[src/rtl/mage_pkg.sv]
// rtl/mage_pkg.sv - shared constants and FSM state type for the strided address generator
package mage_pkg;

  localparam int N_SUBSCRIPTS   = 2;
  localparam int NBIT_FLAT_ADDR = 32;
  localparam int NBIT_IV_CONST  = 8;

  typedef enum logic [1:0] {
    ST_IDLE = 2'd0,
    ST_RUN  = 2'd1,
    ST_DONE = 2'd2
  } agu_state_e;

endpackage

[src/rtl/agu_dim_counter.sv]
// rtl/agu_dim_counter.sv - one odometer digit: index, partial offset, wrap and carry
module agu_dim_counter #(
  parameter int NBIT_ADDR = 32,
  parameter int NBIT_ITER = 8
) (
  input  logic                 clk_i,
  input  logic                 rst_n_i,
  input  logic                 load_i,
  input  logic                 step_i,
  input  logic                 carry_i,
  input  logic [NBIT_ITER-1:0] bound_i,
  input  logic [NBIT_ADDR-1:0] stride_i,
  output logic [NBIT_ADDR-1:0] offset_next_o,
  output logic                 wrap_next_o,
  output logic                 carry_o
);

  logic [NBIT_ITER-1:0] max_q;
  logic [NBIT_ITER-1:0] idx_q, idx_d;
  logic [NBIT_ADDR-1:0] stride_q;
  logic [NBIT_ADDR-1:0] offset_q, offset_d;
  logic                 wrap;

  assign wrap    = (idx_q == max_q);
  assign carry_o = carry_i & wrap;

  // Offset tracks idx * stride purely by accumulation; a wrap restarts it at zero.
  always_comb begin
    idx_d    = idx_q;
    offset_d = offset_q;
    if (carry_i) begin
      if (wrap) begin
        idx_d    = '0;
        offset_d = '0;
      end else begin
        idx_d    = idx_q + NBIT_ITER'(1);
        offset_d = offset_q + stride_q;
      end
    end
  end

  assign offset_next_o = offset_d;
  assign wrap_next_o   = (idx_d == max_q);

  always_ff @(posedge clk_i or negedge rst_n_i) begin
    if (!rst_n_i) begin
      max_q    <= '0;
      stride_q <= '0;
      idx_q    <= '0;
      offset_q <= '0;
    end else if (load_i) begin
      // A zero bound behaves like one iteration.
      max_q    <= (bound_i == '0) ? '0 : bound_i - NBIT_ITER'(1);
      stride_q <= stride_i;
      idx_q    <= '0;
      offset_q <= '0;
    end else if (step_i) begin
      idx_q    <= idx_d;
      offset_q <= offset_d;
    end
  end

endmodule

[src/rtl/strided_address_gen.sv]
// rtl/strided_address_gen.sv - nested-loop strided address generator with valid/ready output
module strided_address_gen
  import mage_pkg::*;
#(
  parameter int N_DIMS    = N_SUBSCRIPTS,
  parameter int NBIT_ADDR = NBIT_FLAT_ADDR,
  parameter int NBIT_ITER = 8
) (
  input  logic                               clk_i,
  input  logic                               rst_n_i,
  input  logic                               start_i,
  input  logic                               clear_i,
  input  logic [NBIT_ADDR-1:0]               cfg_base_i,
  input  logic [NBIT_IV_CONST-1:0]           iv_const_i,
  input  logic [N_DIMS-1:0][NBIT_ITER-1:0]   cfg_bound_i,
  input  logic [N_DIMS-1:0][NBIT_ADDR-1:0]   cfg_stride_i,
  output logic [NBIT_ADDR-1:0]               addr_o,
  output logic                               addr_valid_o,
  input  logic                               addr_ready_i,
  output logic                               last_o,
  output logic                               busy_o,
  output logic                               done_o
);

  agu_state_e           state_q, state_d;
  logic [NBIT_ADDR-1:0] base_q, base_d;
  logic [NBIT_ADDR-1:0] addr_q, addr_d;
  logic                 valid_q, valid_d;
  logic                 last_q, last_d;
  logic                 done_q, done_d;

  logic                 load, step, hs;
  logic                 start_last;
  logic [NBIT_ADDR-1:0] start_addr, next_addr;
  logic [NBIT_ADDR-1:0] offset_next [N_DIMS];
  logic [N_DIMS-1:0]    wrap_next;
  logic [N_DIMS:0]      carry;

  assign carry[0]   = 1'b1;
  assign hs         = valid_q & addr_ready_i;
  assign start_addr = cfg_base_i + {{(NBIT_ADDR-NBIT_IV_CONST){1'b0}}, iv_const_i};

  for (genvar d = 0; d < N_DIMS; d++) begin : g_dim
    agu_dim_counter #(
      .NBIT_ADDR(NBIT_ADDR),
      .NBIT_ITER(NBIT_ITER)
    ) u_dim (
      .clk_i        (clk_i),
      .rst_n_i      (rst_n_i),
      .load_i       (load),
      .step_i       (step),
      .carry_i      (carry[d]),
      .bound_i      (cfg_bound_i[d]),
      .stride_i     (cfg_stride_i[d]),
      .offset_next_o(offset_next[d]),
      .wrap_next_o  (wrap_next[d]),
      .carry_o      (carry[d+1])
    );
  end

  always_comb begin
    start_last = 1'b1;
    for (int d = 0; d < N_DIMS; d++) begin
      if (cfg_bound_i[d] > NBIT_ITER'(1)) start_last = 1'b0;
    end
  end

  always_comb begin
    next_addr = base_q;
    for (int d = 0; d < N_DIMS; d++) begin
      next_addr = next_addr + offset_next[d];
    end
  end

  // Every output is precomputed into its register, so the consumer sees no comb paths.
  always_comb begin
    state_d = state_q;
    base_d  = base_q;
    addr_d  = addr_q;
    valid_d = valid_q;
    last_d  = last_q;
    done_d  = 1'b0;
    load    = 1'b0;
    step    = 1'b0;
    if (clear_i) begin
      state_d = ST_IDLE;
      valid_d = 1'b0;
      last_d  = 1'b0;
    end else begin
      case (state_q)
        ST_IDLE: begin
          if (start_i) begin
            load    = 1'b1;
            state_d = ST_RUN;
            base_d  = start_addr;
            addr_d  = start_addr;
            valid_d = 1'b1;
            last_d  = start_last;
          end
        end
        ST_RUN: begin
          if (hs) begin
            step = 1'b1;
            // Carry out of the outermost digit means the odometer rolled over.
            if (carry[N_DIMS]) begin
              state_d = ST_DONE;
              valid_d = 1'b0;
              last_d  = 1'b0;
              done_d  = 1'b1;
            end else begin
              addr_d = next_addr;
              last_d = &wrap_next;
            end
          end
        end
        ST_DONE: begin
          state_d = ST_IDLE;
        end
        default: begin
          state_d = ST_IDLE;
          valid_d = 1'b0;
          last_d  = 1'b0;
        end
      endcase
    end
  end

  always_ff @(posedge clk_i or negedge rst_n_i) begin
    if (!rst_n_i) begin
      state_q <= ST_IDLE;
      base_q  <= '0;
      addr_q  <= '0;
      valid_q <= 1'b0;
      last_q  <= 1'b0;
      done_q  <= 1'b0;
    end else begin
      state_q <= state_d;
      base_q  <= base_d;
      addr_q  <= addr_d;
      valid_q <= valid_d;
      last_q  <= last_d;
      done_q  <= done_d;
    end
  end

  assign addr_o       = addr_q;
  assign addr_valid_o = valid_q;
  assign last_o       = last_q;
  assign done_o       = done_q;
  assign busy_o       = (state_q != ST_IDLE);

endmodule

[config.mk]
export PLATFORM = sky130hd
export DESIGN_NAME = strided_address_gen
export DESIGN_NICKNAME = d
export VERILOG_FILES = /design/src/rtl/mage_pkg.sv /design/src/rtl/agu_dim_counter.sv /design/src/rtl/strided_address_gen.sv
export SDC_FILE = /design/constraint.sdc
export NUM_CORES = 1
export LEC_CHECK = 0
export BUFFER_PORTS_ARGS = -buffer_cell sky130_fd_sc_hd__buf_2
export CAP_MARGIN = 25
export CORE_UTILIZATION = 30
export DETAILED_ROUTE_END_ITERATION = 8
export HOLD_SLACK_MARGIN = 0.08
export PLACE_DENSITY = 0.52
export RECOVER_POWER = 100
export SLEW_MARGIN = 15
export SYNTH_ARGS = -nofsm -noshare
export SYNTH_HDL_FRONTEND = slang
export SYNTH_SLANG_ARGS = --single-unit
export TNS_END_PERCENT = 5
[constraint.sdc]
create_clock -name clk_i -period 9.02 [get_ports clk_i]
set_input_delay 1.353 -clock clk_i [delete_from_list [all_inputs] [get_ports clk_i]]
set_output_delay 1.353 -clock clk_i [all_outputs]
set_load 0.01 [all_outputs]
Yosys cells after proc, flatten, opt, wreduce, memory -nomap -nowiden
Cells that the tools add are included.
W data, S select, Z words.

storage, ports and cells
  output and inout bits = 36
  bits of input ports = 125
  register bits after elaboration = 229

operators by class
  order comparisons = 2
  bitwise operators = 3
  muxes and demuxes = 47
  add/subtract/negate cells = 9
  equality and inequality tests = 13
  reduce and logical (&&, ||, !) cells = 12

operators with widths
  cell                   number
  $mux W32               10
  $add A32 B32 Y32       4
  $mux W8                9
  $pmux W32 S2           1
  $add A32 B8 Y32        1
  $eq A8 B8 Y1           4
  $mux W1                20
  $add A8 B1 Y8 const B  2
  $gt A8 B1 Y1 const B   2
  $logic_not A8 Y1       2
  $sub A8 B1 Y8 const B  2
  $reduce_and A3 Y1      3
  $mux W2                4
  $ne A2 B2 Y1 const B   4
  $ne A3 B3 Y1 const B   2
  $pmux W1 S3            2
  $reduce_bool A2 Y1     3
  $reduce_and A5 Y1      1
  $pmux W2 S2            1
  $reduce_and A4 Y1      1
  $ne A3 B2 Y1 const B   1
  $and A1 B1 Y1          2
  $eq A2 B1 Y1 const B   1
  $eq A2 B2 Y1 const B   1
  other kinds (3)        3

Longest topological paths before layout
Gate-level depths: netlist of run 1.

  depth after elaboration = 9
  mapped depth = 26
  mapped depth without buffers = 26

By module
From an unflattened synthesis of run 1, not the netlist that was laid out.

unflattened totals
  cells, all modules = 1,956
  area, all modules = 17,372.9 sq um

by module, submodules not included
  module               cells an instance  area each (sq um)  times used  sequential area each (sq um)
  agu_dim_counter      641                5,739.3            2           2,001.9
  strided_address_gen  674                5,894.4            1           1,726.7

Worst setup path before layout of run 1
No wires, ideal clock.

  kind = reg-to-reg
  start point = reg g_dim[0].u_dim.offset_q[0]
  end point = reg addr_q[31], in the netlist addr_o[31]
  period minus slack after synthesis = 5.048 ns
  arrival = 4.921 ns
  stages on the path, launching flop included = 27
  slack = 3.972 ns
  data required time = 8.893 ns
  library setup time = 0.127 ns
  cells stage by stage = dfrtp_1 > ha_1 > inv_1 > fa_1 > nor2b_1 > o21ai_1 > a21boi_1 > o21ai_0 > a21oi_1 > nor2_1 > o21ai_1 > a31oi_1 > xnor2_1 > nand2_1 > fa_1 > inv_1 > ha_1 > a21oi_1 > o211ai_1 > a21oi_1 > a31oi_1 > a311oi_2 > a21oi_1 > a221oi_2 > xnor2_1 > xnor2_1 > o21ai_1

on the way
  longest elaborated chain between the ends = 7

RTL lines
  element                        line                        RTL
  from (decl)                    agu_dim_counter.sv:21       logic [NBIT_ADDR-1:0] offset_q, offset_d;
  from (signal assigned)         agu_dim_counter.sv:59       offset_q <= offset_d;
  $add A32 B32 Y32               agu_dim_counter.sv:37       offset_d = offset_q + stride_q;
  $mux W32                       agu_dim_counter.sv:32       if (wrap) begin
  $add A32 B32 Y32 (2 in a row)  strided_address_gen.sv:71   next_addr = next_addr + offset_next[d];
  $mux W32                       strided_address_gen.sv:105  if (carry[N_DIMS]) begin
  $mux W32                       strided_address_gen.sv:102  if (hs) begin
  $pmux W32 S2                   strided_address_gen.sv:90   case (state_q)
  to (signal assigned)           strided_address_gen.sv:139  addr_q <= addr_d;
  to (decl)                      strided_address_gen.sv:27   logic [NBIT_ADDR-1:0] addr_q, addr_d;

Every way passes these cells. The select of a mux whose other input is x is not followed.
A chain may end at the register's enable or synchronous reset.

Worst setup path after layout of run 1
  start point = reg g_dim[0].u_dim.idx_q[0]
  end point = reg addr_q[30], in the netlist addr_o[30]

on the way
  longest elaborated chain between the ends = 7

RTL lines
  element                        line                        RTL
  from (decl)                    agu_dim_counter.sv:19       logic [NBIT_ITER-1:0] idx_q, idx_d;
  from (signal assigned)         agu_dim_counter.sv:58       idx_q <= idx_d;
  $eq A8 B8 Y1 *                 agu_dim_counter.sv:24       assign wrap = (idx_q == max_q);
  $mux W32                       agu_dim_counter.sv:32
  $add A32 B32 Y32 (2 in a row)  strided_address_gen.sv:71
  $mux W32                       strided_address_gen.sv:105
  $mux W32                       strided_address_gen.sv:102
  $pmux W32 S2                   strided_address_gen.sv:90

Mark *: on every way between the ends. The rest lies on a longest branch, timed or not. The select of a mux whose other input is x is not followed.

==> flow_summary.yaml, run 1 <==
sta:
  fmax_mhz: 141
  setup_viol: 0
  rsz0062_at_grt: "false"
  fin_tns_setup_ns: 0
  tightest_slew_ns: 6.00
  relSlewSlack_pct: -300
  hold_viol_final: 0
  fin_crit_sh_pct: 78.6
  maxSlewViolCount: 505
  fin_worst_skew_ns: 0.0151
  period_needed_ns: 7.09
floorplan:
  die_w_um: 236
  core_area_sq_um: 53800
  die_h_um: 236
  dieArea_sq_um: 55500
  start_util_pct: 30.4
  row_count: 85
  io_pins: 161
synth:
  ys.flop_type: "dfrtp_1"
  synth_area_leaders: "dfrtp_1, nand2_1, ha_1"
  ys_ff_latch: 229
  seq_area_frac_synth_pct: 35.0
  synth_area_sq_um: 16400
  yosysMostFrequentCell: "nand2_1"
  synth.avg_cell_area_sq_um: 8.30
  synth-edff-count: 0
  synthArstFlopShare_pct: 100
  yosysTopAreaCell: "dfrtp_1"
  syn_inst: 1971
  syn-num-nets: 2239
  yosys.area.top_type_share_pct: 35.0
  ys_types: 74
  ys_top_cells_by_count: "nand2_1, dfrtp_1, o21ai_0, inv_1, nor2_1"
  synth_warnings: 0
route:
  antenna_left: 0
  wl_met2_um: 24600
  wirelength_um: 51300
  dr_total_vias: 14300
  met1_length_um: 23200
  remaining_drc_errors: 0
  wl_per_cell_um: 18.2
  via_per_inst: 5.07
  dr_wl_met3_um: 2280
  top_layer: "met4"
  first_pass_iters: 6
  drt_iter0_markers: 1048
cts:
  cts_num_sinks: 229
  insertion_delay_ns: 0.57
  cts-resized-gates: 0
  clk_path_buf_depth: 3
  cts_made_buffers: 29
  clkTransAtPathRegs_ns: 0.06
  holdBufCountCts: 0
  htree_levels: 1
  postCtsSetupBuffers: 0
  cts_tree: "built"
  cts_root_buf: "clkbuf_16"
placement:
  numPlacedInstances: 2767
  gp_congestion: 0.889
  io_buffers: 160
  place_hpwl_um: 39300
finish:
  antennaDiodeCount: 0
  nets: 2373
  fin_util_pct: 34.7
  syn_to_final_growth_pct: 14.3
  drive_above_1_share_pct: 9.09
  layout.cells.non_filler: 2820
grt:
  overflow: 0
  grt_max_degree: 104
  grt_pass1_wl_um: 81400
  grt_antenna_before_repair: 0
  grtUsageTotal_pct: 18.5
  grt_pass1_vias: 14300
pwr:
  power_frac_seq_pct: 33.7
  power.share.clock_pct: 29.9
  swShare_pct: 38.1
  ir_drop_uv: 159
  p_switching_mw: 1.46
  leakage_nw: 8.93
  combPwrFrac_pct: 36.3
  p_int_mw: 2.37
  power_density_nw_per_um2: 205
setup_path:
  crit_arrival_ns: 7.58
  crit_fanout: 49
  required_ns: 9.51
  crit_type: "reg -> reg"
  start_kind: "flip-flop"
  end_kind: "flip-flop"
hold_path:
  hp-class: "reg -> reg"
run_status:
  outcome: "finished, violations left"
  violations: "max-capacitance violations, max-slew violations"
run:
  cap_violations: 9
-- final timing paths --
path                                         start                     endpoint  slack, ns  cells after the start
hold / removal                           base_q[8]                    base_q[8]       0.48                      2
max in group asynchronous                  rst_n_i  g_dim[1].u_dim.stride_q[25]       2.66                      1
hold reg to reg                          base_q[8]                    base_q[8]       0.48                      2
min in group asynchronous                  rst_n_i      g_dim[0].u_dim.max_q[2]       2.97                      1
setup / recovery           g_dim[0].u_dim.idx_q[0]                   addr_o[30]       1.93                     20
setup reg to reg           g_dim[0].u_dim.idx_q[0]                   addr_o[30]       1.93                     20
-- power by group through the flow --
stage,clock (mW),sequential [mW],combinational (mW)
2_1_floorplan,0,1.28,0.963
3_3_place_gp,0,1.31,1.40
3_5_place_dp,0,1.31,1.41
4_1_cts,1.18,1.29,1.43
5_1_grt,1.22,1.31,1.57
6_report,1.15,1.29,1.39
-- stage by stage --
| stage | hold WS (ns) | cell area (sq um) | worst slack, ns | power (mW) |
|---|---|---|---|---|
| finish | 0.479 | 18700 | 1.93 | 3.83 |
| global placement | 0.463 | 17900 | 3.34 | 2.71 |
| global route | 0.507 | 18700 | 1.32 | 4.10 |
| floorplan | 0.449 | 16400 | 3.97 | 2.25 |
| detailed placement | 0.467 | 17900 | 3.24 | 2.72 |
| CTS | 0.483 | 18800 | 3.21 | 3.90 |
-- layer usage --
metal | vias up | GRT usage, %
met1 | 6910 | 24.5
li1 | 7078 | -
met3 | 62 | 3.05
met4 | 0 | 4.04
met2 | 260 | 31.4
met5 | - | 0
-- area by class of cell --
type | count | area, sq um
clock inverter | 12 | 123
fill | 5721 | 35100
inverter | 137 | 514
sequential | 229 | 5730
clock buffer | 38 | 790
tap | 696 | 871
multi-input combinational | 1527 | 9790
timing repair buffer | 181 | 881
-- state kept, by name, summed over array words and instances (netlist names) --
name                  flops
last_o                    1
base_q                   32
g_dim.u_dim.offset_q     64
state_q                   2
done_o                    1
addr_o                   32
g_dim.u_dim.idx_q        16
addr_valid_o              1
g_dim.u_dim.stride_q     64
g_dim.u_dim.max_q        16
-- worst max-delay path: stages (launching register included) --
cell,delay (ns)
dfrtp_1,0.44
or2_2,0.31
a21oi_1,0.16
nand4_1,0.22
buf_4,0.39
nor2_1,0.16
clkbuf_1,1.23
a22oi_1,0.45
fa_1,0.70
inv_1,0.06
ha_1,0.28
a21o_1,0.17
a21oi_1,0.27
o21ai_0,0.20
nor3b_1,0.20
o41ai_1,0.46
o21ai_1,0.26
a311oi_2,0.38
o21ai_0,0.17
mux2_1,0.33
o21ai_1,0.11
-- cell usage in the layout, fill, tap and decap left out, drive strengths merged, types with 15 or more instances in the layout --
master and instances:
buf 128, and3 17, xnor2 93, a22o 21
a22oi 26, nand2b 15, xor2 60, nand4 25
fa 35, nand2 363, nand3 73, a31oi 20
clkbuf 91, o21ai 201, ha 108, nor2b 18
a21o 41, dfrtp 229, a21oi 119, nor2 120
inv 139, nor3 24
-- logic make-up after synthesis --
logic type	synth area share, %
adders and majority gates	12.5
buffers and inverters	4.94
AOI/OAI and AO/OA	19.7
and+or+nand+nor	19.1
muxes	0.459
xor gates and xnor gates	8.19
DFF	35.0
Power figures use the tool's default switching activity.
==> run 2, diff against run 1 <==
--- a/config.mk
+++ b/config.mk
@@ -5,6 +5,7 @@
 export SDC_FILE = /design/constraint.sdc
 export NUM_CORES = 1
 export LEC_CHECK = 0
+export ABC_AREA = 1
 export BUFFER_PORTS_ARGS = -buffer_cell sky130_fd_sc_hd__buf_2
 export CAP_MARGIN = 25
 export CORE_UTILIZATION = 30
==> constraint.sdc (replaced) <==
create_clock -name clk_i -period 7 [get_ports clk_i]
set_input_delay 1.05 -clock clk_i [delete_from_list [all_inputs] [get_ports clk_i]]
set_output_delay 1.05 -clock clk_i [all_outputs]
set_load 0.01 [all_outputs]
==> flow_summary.yaml, run 2 <==
run_status:
  outcome: "finished, violations left"
  violations: "max-capacitance violations, max-slew violations"
floorplan:
  row_count: 88
  dieArea_sq_um: 59800
  die_w_um: 245
  start_util_pct: 30.5
  io_pins: 161
  core_area_sq_um: 57900
  die_h_um: 245
cts:
  clk_path_buf_depth: 3
  cts_tree: "built"
  postCtsSetupBuffers: 0
  cts_num_sinks: 229
  cts_root_buf: "clkbuf_16"
  insertion_delay_ns: 0.59
  htree_levels: 1
  holdBufCountCts: 0
  clkTransAtPathRegs_ns: 0.06
  cts-resized-gates: 0
  cts_made_buffers: 29
synth:
  synth_area_leaders: "dfrtp_1, nand2_1, ha_1"
  ys_types: 50
  yosysTopAreaCell: "dfrtp_1"
  synthArstFlopShare_pct: 100
  synth_area_sq_um: 17700
  ys.flop_type: "dfrtp_1"
  ys_ff_latch: 229
  syn_inst: 2538
  seq_area_frac_synth_pct: 32.5
  synth-edff-count: 0
  yosys.area.top_type_share_pct: 32.5
  synth.avg_cell_area_sq_um: 6.96
  yosysMostFrequentCell: "nand2_1"
  syn-num-nets: 2806
  ys_top_cells_by_count: "nand2_1, inv_1, dfrtp_1, o21ai_0, nor2_1"
  synth_warnings: 0
finish:
  drive_above_1_share_pct: 7.95
  fill_cells: 6303
  fin_util_pct: 34.8
  layout_common_cells: "nand2_1, inv_1, dfrtp_1, o21ai_0, nor2_1"
  final_common_cell: "nand2_1"
  syn_to_final_growth_pct: 14.2
  nets: 2949
  largestRegisters: "g_dim.u_dim.offset_q x64, g_dim.u_dim.stride_q x64"
setup_path:
  required_ns: 7.45
  crit_cells: 15
  r2r_cells: 15
  cpMaxStageDelayCell: "nand2_1"
  max_stage_delay_ns: 1.05
  crit_fanout: 48
  timing.critical_path.buf_inv: 8
  worstSetupStartpoint: "state_q[0]"
  cp_top_family: "buffers and inverters"
  start_kind: "flip-flop"
  crit_path_end: "addr_o[11]"
  crit_chain: "inv_1, nor2_2, buf_4, inv_1, nor2_1, nand2_1, inv_1, nor2_4, buf_4, inv_1, nand2_2, buf_4, inv_2, o21ai_0, o21ai_0"
  crit_type: "reg -> reg"
  critPathMostFrequentCell: "inv_1"
  end_kind: "flip-flop"
  regToRegEndpoint: "addr_o[11]"
  rrSetupSlack_ns: 1.32
  crit_arrival_ns: 6.13
  rr_startpoint: "state_q[0]"
pwr:
  p_int_mw: 4.39
  ir_drop_uv: 206
  power_density_nw_per_um2: 448
  combPwrFrac_pct: 59.4
  swShare_pct: 51.3
  leakage_nw: 10.3
  power.share.clock_pct: 17.1
  p_switching_mw: 4.64
  power_frac_seq_pct: 23.5
grt:
  grt_pass1_wl_um: 97900
  grt_pass1_vias: 17100
  grtUsageTotal_pct: 20.8
  grt_max_degree: 96
  overflow: 0
  grt_antenna_before_repair: 1
route:
  first_pass_iters: 5
  wirelength_um: 62100
  dr_total_vias: 17200
  wl_per_cell_um: 17.9
  antenna_left: 0
  remaining_drc_errors: 0
  via_per_inst: 4.97
  drt_iter0_markers: 1328
placement:
  place_hpwl_um: 48400
  io_buffers: 160
  gp_congestion: 0.926
hold_path:
  hp-class: "reg -> reg"
  hold_depth: 2
sta:
  fin_tns_setup_ns: 0
  maxSlewViolCount: 138
  hold_viol_final: 0
  fin_crit_sh_pct: 81.1
  timing.hold.ws_ns: 0.480
  fmax_mhz: 176
  rsz0062_at_grt: "false"
  setup_viol: 0
  tightest_slew_ns: 4.81
  period_needed_ns: 5.68
  fin_worst_skew_ns: 0.0146
  relSlewSlack_pct: -221
run:
  cap_violations: 2
[run 2: changes by cell type in the layout (fill, tap and decap cells not counted), sizes merged, moves of 16 or more]
cell / previous run / this run
xor2: 60 / 38
o22ai: 1 / 51
a21oi: 119 / 152
xnor2: 93 / 28
a22o: 21 / 0
nor2: 120 / 182
a22oi: 26 / 3
nand3: 73 / 118
clkbuf: 91 / 75
nor2b: 18 / 0
a21o: 41 / 13
inv: 139 / 355
nand2: 363 / 778
[run 2: through the flow]
step	total power, mW	worst slack [ns]	instances	instance area [sq um]
floorplan	5.73	2.81	2538	17700
global placement	7.48	1.82	3414	19200
detailed placement	7.44	1.88	3414	19200
CTS	9.06	1.87	3467	20200
global route	9.86	0.761	3469	20200
finish	9.03	1.32	3469	20200
[run 2: kinds of logic after synthesis]
family / after synthesis / share of synthesized area [%]
flops: 229 / 32.5
fa+ha+maj: 143 / 11.6
xor+xnor: 66 / 3.27
buf+inv: 418 / 9.19
simple gates: 1187 / 27.6
compound gates: 495 / 15.8
[run 2: worst reg2reg max path, stage by stage (launching register included)]
cell	delay, ns
dfrtp_1	0.39
inv_1	0.11
nor2_2	0.04
buf_4	0.22
inv_1	1.03
nor2_1	0.19
nand2_1	1.05
inv_1	0.50
nor2_4	0.19
buf_4	0.52
inv_1	0.17
nand2_2	0.09
buf_4	0.34
inv_2	0.34
o21ai_0	0.22
o21ai_0	0.14
[run 2: layer usage]
layer | global-route usage (%) | up-vias | routed length (um) | part of all wire (%)
met5 | 0 | - | 0 | 0
met4 | 5.00 | 0 | 1280 | 2.1
met3 | 2.39 | 55 | 2920 | 4.7
met2 | 32.3 | 422 | 26900 | 43
met1 | 30.5 | 8193 | 31000 | 50
li1 | - | 8566 | - | -
[run 2: how the worst min path moves through the flow]
stage,from,to,slack (ns)
floorplan,g_dim[0].u_dim.stride_q[0],g_dim[0].u_dim.stride_q[0],0.45
finish,g_dim[1].u_dim.stride_q[3],g_dim[1].u_dim.stride_q[3],0.48
global placement,g_dim[1].u_dim.stride_q[0],g_dim[1].u_dim.stride_q[0],0.46
global route,g_dim[0].u_dim.stride_q[2],g_dim[0].u_dim.stride_q[2],0.50
CTS,g_dim[0].u_dim.stride_q[2],g_dim[0].u_dim.stride_q[2],0.48
detailed placement,addr_o[2],addr_o[2],0.47
[run 2: cell type report]
class                      count  area (sq um)  share of cell area, %
antenna                        1          2.50                 0.0124
clock buffer                  38           790                   3.92
clock inverter                15           169                  0.838
inverter                     356          1340                   6.63
multi-input combinational   1891         10300                   51.1
sequential                   229          5730                   28.4
tap                          765           957                   4.75
timing repair buffer         174           880                   4.36
[run 2: power by group through the flow]
stage	registers (mW)	logic [mW]	clock network [mW]
finish	2.12	5.36	1.54
detailed placement	2.14	5.30	0
global placement	2.14	5.34	0
floorplan	2.03	3.69	0
CTS	2.12	5.35	1.58
global route	2.18	6.05	1.63
